## config.mk

```make
export PLATFORM = sky130hd
export DESIGN_NAME = edge_det_flt
export DESIGN_NICKNAME = d
export VERILOG_FILES = /design/src/rtl/edge_det_pkg.sv /design/src/rtl/edge_det_flt_ch.sv /design/src/rtl/edge_det_flt.sv
export SDC_FILE = /design/constraint.sdc
export NUM_CORES = 1
export LEC_CHECK = 0
export CAP_MARGIN = 20
export CELL_PAD_IN_SITES_DETAIL_PLACEMENT = 1
export CELL_PAD_IN_SITES_GLOBAL_PLACEMENT = 1
export CORE_MARGIN = 5
export CORE_UTILIZATION = 45
export CTS_BUF_LIST = sky130_fd_sc_hd__clkbuf_4
export DETAILED_ROUTE_END_ITERATION = 8
export PLACE_DENSITY_LB_ADDON = 0.25
export SYNTH_ARGS = -nofsm -noshare
export SYNTH_HDL_FRONTEND = slang
export SYNTH_SLANG_ARGS = --single-unit
```

## constraint.sdc

```tcl
create_clock -name clk_i -period 3.6 [get_ports clk_i]
set_input_delay 0.36 -clock clk_i [delete_from_list [all_inputs] [get_ports clk_i]]
set_output_delay 0.36 -clock clk_i [all_outputs]
set_load 0.01 [all_outputs]
```

## src/rtl/edge_det_pkg.sv

```systemverilog
// Shared types and helpers for the filtered multi-channel edge detector.
package edge_det_pkg;

    typedef enum logic [1:0] {
        EDGE_OFF  = 2'b00,
        EDGE_RE   = 2'b01,
        EDGE_FE   = 2'b10,
        EDGE_BOTH = 2'b11
    } edge_mode_e;

    // Increment that sticks at the all-ones value of a width-bit counter (width <= 32).
    function automatic logic [31:0] sat_inc(input logic [31:0] val, input int unsigned width);
        logic [31:0] max_val;
        max_val = (width >= 32) ? 32'hffff_ffff : ((32'd1 << width) - 32'd1);
        return (val >= max_val) ? max_val : val + 32'd1;
    endfunction

endpackage

```

## src/rtl/edge_det_flt_ch.sv

```systemverilog
// One channel: synchroniser, debounce filter, edge qualification, sticky pending flag and
// saturating event counter.
module edge_det_flt_ch
    import edge_det_pkg::*;
#(
    parameter int unsigned STAGE     = 2,
    parameter int unsigned FLT_WIDTH = 8,
    parameter int unsigned CNT_WIDTH = 16
) (
    input  logic                 clk_i,
    input  logic                 rst_n_i,
    input  logic                 dat_i,
    input  logic                 en_i,
    input  edge_mode_e           mode_i,
    input  logic [FLT_WIDTH-1:0] flt_cyc_i,
    input  logic                 clr_i,
    input  logic                 cnt_clr_i,
    output logic                 dat_o,
    output logic                 evt_o,
    output logic                 pend_o,
    output logic [CNT_WIDTH-1:0] cnt_o
);

    logic [STAGE-1:0]     sync_q;
    logic                 flt_in_q;
    logic                 lvl_q, lvl_d, lvl_prev_q;
    logic [FLT_WIDTH-1:0] fc_q, fc_d;
    logic                 pend_q, pend_d;
    logic [CNT_WIDTH-1:0] cnt_q, cnt_d;
    logic                 rise, fall, evt;

    // The filter samples the synchroniser output into its own input flop before comparing.
    always_ff @(posedge clk_i) begin
        if (!rst_n_i) begin
            sync_q     <= '0;
            flt_in_q   <= 1'b0;
            fc_q       <= '0;
            lvl_q      <= 1'b0;
            lvl_prev_q <= 1'b0;
            pend_q     <= 1'b0;
            cnt_q      <= '0;
        end else begin
            sync_q     <= {sync_q[STAGE-2:0], dat_i};
            flt_in_q   <= sync_q[STAGE-1];
            fc_q       <= fc_d;
            lvl_q      <= lvl_d;
            lvl_prev_q <= lvl_q;
            pend_q     <= pend_d;
            cnt_q      <= cnt_d;
        end
    end

    always_comb begin
        fc_d  = fc_q;
        lvl_d = lvl_q;
        if (flt_in_q == lvl_q) begin
            fc_d = '0;
        end else if (fc_q >= flt_cyc_i) begin
            lvl_d = flt_in_q;
            fc_d  = '0;
        end else begin
            fc_d = fc_q + FLT_WIDTH'(1);
        end
    end

    assign rise = lvl_q & ~lvl_prev_q;
    assign fall = ~lvl_q & lvl_prev_q;

    always_comb begin
        evt = 1'b0;
        case (mode_i)
            EDGE_OFF:  evt = 1'b0;
            EDGE_RE:   evt = rise;
            EDGE_FE:   evt = fall;
            EDGE_BOTH: evt = rise | fall;
            default:   evt = 1'b0;
        endcase
        evt = evt & en_i;
    end

    // A coincident event beats a clear on both the flag and the counter.
    always_comb begin
        pend_d = evt | (pend_q & ~clr_i);
        cnt_d  = cnt_q;
        if (cnt_clr_i) begin
            cnt_d = evt ? CNT_WIDTH'(1) : '0;
        end else if (evt) begin
            cnt_d = CNT_WIDTH'(sat_inc(32'(cnt_q), CNT_WIDTH));
        end
    end

    assign dat_o  = lvl_q;
    assign evt_o  = evt;
    assign pend_o = pend_q;
    assign cnt_o  = cnt_q;

endmodule

```

## src/rtl/edge_det_flt.sv

```systemverilog
// Multi-channel synchronised, debounced edge detector with sticky flags, counters and an irq.
module edge_det_flt
    import edge_det_pkg::*;
#(
    parameter int unsigned STAGE      = 2,
    parameter int unsigned DATA_WIDTH = 4,
    parameter int unsigned FLT_WIDTH  = 8,
    parameter int unsigned CNT_WIDTH  = 16
) (
    input  logic                            clk_i,
    input  logic                            rst_n_i,
    input  logic [DATA_WIDTH-1:0]           dat_i,
    input  logic [DATA_WIDTH-1:0]           en_i,
    input  logic [2*DATA_WIDTH-1:0]         mode_i,
    input  logic [FLT_WIDTH-1:0]            flt_cyc_i,
    input  logic [DATA_WIDTH-1:0]           clr_i,
    input  logic [DATA_WIDTH-1:0]           cnt_clr_i,
    output logic [DATA_WIDTH-1:0]           dat_o,
    output logic [DATA_WIDTH-1:0]           evt_o,
    output logic [DATA_WIDTH-1:0]           pend_o,
    output logic [DATA_WIDTH*CNT_WIDTH-1:0] cnt_o,
    output logic                            irq_o
);

    for (genvar i = 0; i < DATA_WIDTH; i++) begin : g_ch
        edge_det_flt_ch #(
            .STAGE     (STAGE),
            .FLT_WIDTH (FLT_WIDTH),
            .CNT_WIDTH (CNT_WIDTH)
        ) u_ch (
            .clk_i     (clk_i),
            .rst_n_i   (rst_n_i),
            .dat_i     (dat_i[i]),
            .en_i      (en_i[i]),
            .mode_i    (edge_mode_e'(mode_i[2*i +: 2])),
            .flt_cyc_i (flt_cyc_i),
            .clr_i     (clr_i[i]),
            .cnt_clr_i (cnt_clr_i[i]),
            .dat_o     (dat_o[i]),
            .evt_o     (evt_o[i]),
            .pend_o    (pend_o[i]),
            .cnt_o     (cnt_o[i*CNT_WIDTH +: CNT_WIDTH])
        );
    end

    assign irq_o = |pend_o;

endmodule

```

==> impl_metrics.tcl <==
set metrics [dict create \
    outcome "completed" \
    final_common_cell "dfxtp_1" \
    ios 111 \
    timing.fmax_mhz 316.0 \
    hold_viol_final 0 \
    synth-seq-cells 120 \
    min_path_cells 2 \
    powerDensity_nw_per_um2 331.7 \
    drt.antenna.violating_nets 0 \
    drtIter0Drc 263 \
    cp_max_fo 9 \
    setup.worst_path.start_class "register" \
    drive_gt1_share_pct 11.21 \
    slowest_stage "clkdlybuf4s50_1" \
    drtPass1Iterations 4 \
    critPathMaxStageDelay_ns 0.60 \
    syn_area_sq_um 6401 \
    p_int_w 0.001976 \
    sw_frac_of_total_pct 24.38 \
    root_buffer "clkbuf_4" \
    fin_skew_ns 0.02024 \
    synth-edff-count 0 \
    worstReg2RegStart "g_ch[0].u_ch.fc_q[0]" \
    pwr-share-seq_pct 51.6 \
    yosysSeqAreaShare_pct 37.53 \
    cts_resized 0 \
    rsz0062_at_grt "no" \
    htreeDepth 4 \
    setup-violations-final 0 \
    p_switching_w 0.0006369 \
    die_area_sq_um 16710 \
    worstSetupEndpointType "primary output" \
    slew_viol_final 0 \
    clock-sinks 120 \
    synth_nets 788 \
    gp_congestion 0.8013 \
    hold_path.class "in -> reg" \
    cts_tree "built" \
    final.min_clock_period_ns 3.165 \
    worst-r2r-cell-count 7 \
    post_drt_wl_per_cell_um 18.12 \
    worst_pin_slew_ns 0.6170 \
    finalPower_w 0.002613 \
    worst_skew_pair.late_latency_ns 0.54 \
    grt_remaining_overflow 0 \
    final_cell_mix "dfxtp_1 (120), clkdlybuf4s50_1 (110), nor2_1 (49), ha_1 (48), a21oi_1 (42)" \
    netlist-cell-type-count 60 \
    synth_cells 706 \
    ir_drop_mv 0.1424 \
    grt_pass1_vias 6271 \
    min_to "g_ch[1].u_ch.sync_q[0]" \
    yosysWarnings 0 \
    grt_pass1_wl_mm 30.56 \
    worst-r2r-setup-slack_ns 1.13 \
    crit_arrival_ns 2.80 \
    regToRegEndpoint "g_ch[0].u_ch.fc_q[2]" \
    timing.slew.headroom_pct 58.87 \
    antenna_found_initial 1 \
    combPwrFrac_pct 6.7 \
    dp_hpwl_mm 13.55 \
    dr_total_vias 5752 \
    cts_buffers 17 \
    cts_setup_buffers 0 \
    nets 890 \
    p_clk_share_pct 41.7 \
    detail_route.vias_per_cell 5.741 \
    critPathRequiredTime_ns 3.24 \
    drc 0 \
    areaGrowthSynthToFinish_pct 23.06 \
    crit_type "reg -> out" \
    path_clk_slew_ns 0.11 \
    setup_tns_ns 0 \
    min_period_over_period_pct 87.91 \
    rows 43 \
    critPathLaunch "g_ch[2].u_ch.dat_o" \
    hold_path.startpoint "dat_i[1]" \
    maxCapViolations 0 \
    start_util_pct 45.94 \
    crit_family "buffers and inverters" \
    path_buf_inv 2 \
    filler_cell_count 1628 \
    async_reset_ff_share_pct 0 \
    place.port_buffers 110 \
    synthFlopType "dfxtp_1" \
    cts_hold_buf 0 \
    core_sq_um 13930 \
    wirelength_mm 18.16 \
    clockBufferDepth 2 \
    syn_avg_cell_area_sq_um 9.067 \
    path_cells "ha_1 -> nand2b_1 -> a311o_1 -> inv_1 -> clkdlybuf4s50_1" \
    die_x_um 129.3 \
    grt_max_degree 23 \
    leakagePower_nw 2.932 \
    die_y_um 129.3 \
    track_usage_pct 22.54 \
]
==> cell type report <==
| class | instances | area [sq um] | share of cell area, % |
|---|---|---|---|
| Clock buffer | 18 | 135.1 | 1.715 |
| Tap cell | 180 | 225.2 | 2.859 |
| Sequential cell | 120 | 2402 | 30.50 |
| Multi-Input combinational cell | 520 | 3674 | 46.63 |
| Inverter | 36 | 135.1 | 1.715 |
| Timing Repair Buffer | 113 | 1124 | 14.26 |
| Antenna cell | 1 | 2.502 | 0.03177 |
| Clock inverter | 14 | 180.2 | 2.287 |
==> power groups by stage <==
stage               clock (W)  sequential [W]  combinational (W)
finish                0.00109         0.00135           0.000175
global route          0.00119         0.00135           0.000191
CTS                   0.00112         0.00135           0.000177
detailed placement          0         0.00138           0.000175
global placement            0         0.00138           0.000168
floorplan                   0         0.00138          0.0000968
==> synth_stat cells (4+ instances only) <==
master	number	area share [%]
nand4_1	23	2.2
a31oi_1	14	1.4
o21ai_0	16	1.3
nor4_1	5	0.49
inv_1	33	1.9
nand2_1	27	1.6
buf_4	13	1.5
nor2_1	49	2.9
buf_2	5	0.39
and4_1	19	2.6
a311oi_1	17	2.3
o41ai_1	4	0.55
nand2b_1	14	1.4
and3_1	20	2.0
a21oi_1	42	3.3
nand3_1	41	3.2
xor2_1	18	2.5
nor2b_1	4	0.39
a211oi_1	4	0.47
nand2b_4	4	0.86
xnor2_1	10	1.4
mux2i_1	8	1.3
ha_1	48	9.4
dfxtp_1	120	38
or4_1	6	0.70
o21a_1	4	0.47
nor2_2	29	2.8
a21o_1	7	0.82
or2_2	4	0.39
o31ai_2	4	0.78
and2_1	16	1.6
o211ai_1	5	0.59
nor3_1	25	2.0
clkbuf_1	8	0.47
a2111oi_4	4	1.7
==> metrics by stage <==
step / cell area (sq um) / hold WS (ns) / worst slack (ns) / cells / util (%)
after floorplan: 6401 / 0.4119 / 1.497 / 706 / -
after detailed placement: 7560 / 0.4206 / 0.6966 / 969 / 54.25
after global routing: 7878 / 0.3498 / 0.2490 / 1002 / 56.53
final: 7878 / 0.4023 / 0.4351 / 1002 / 56.53
after CTS: 7875 / 0.3492 / 0.3796 / 1001 / 56.51
after global placement: 7560 / 0.4202 / 0.7809 / 969 / 54.25
==> worst register-to-register path, stage by stage (launching register included) <==
cell       delay [ns]
dfxtp_1          0.49
inv_1            0.08
ha_1             0.29
nand2b_4         0.15
a2111oi_4        0.35
o31ai_2          0.12
or4_1            0.75
nor2_2           0.18
==> registers in the layout, indices dropped and copies added, names as in the netlist <==
name and flops:
g_ch.u_ch.pend_o 4, g_ch.u_ch.sync_q 8, g_ch.u_ch.fc_q 32, g_ch.u_ch.flt_in_q 4
g_ch.u_ch.dat_o 4, g_ch.u_ch.lvl_prev_q 4, g_ch.u_ch.cnt_o 64
==> cells by family after synthesis <==
family / after synthesis / synth area share (%)
AOI/OAI and AO/OA: 138 / 16.09
xor gates and xnor gates: 28 / 3.831
adders and majority gates: 48 / 9.382
buffers and inverters: 66 / 5.082
DFF: 120 / 37.53
muxes: 8 / 1.251
and+or+nand+nor: 298 / 26.84
==> worst max-delay path by stage <==
stage	cells past startpoint	slack, ns	to
6_report	5	0.44	evt_o[2]
5_1_grt	5	0.25	evt_o[2]
4_1_cts	5	0.38	evt_o[2]
3_5_place_dp	7	0.70	g_ch[0].u_ch.fc_q[2]
3_3_place_gp	7	0.78	g_ch[3].u_ch.fc_q[6]
2_1_floorplan	8	1.50	g_ch[1].u_ch.fc_q[2]
==> per-layer routing <==
metal / wire length (um) / vias up / share of wire (%) / global-route usage, %
li1: - / 2804 / - / -
met1: 8087 / 2803 / 45 / 27.45
met2: 9023 / 120 / 50 / 38.87
met3: 712 / 25 / 3.9 / 5.523
met4: 335 / 0 / 1.8 / 7.783
met5: 0 / - / 0 / 0
Note: power is estimated with default switching activity, not from simulation.
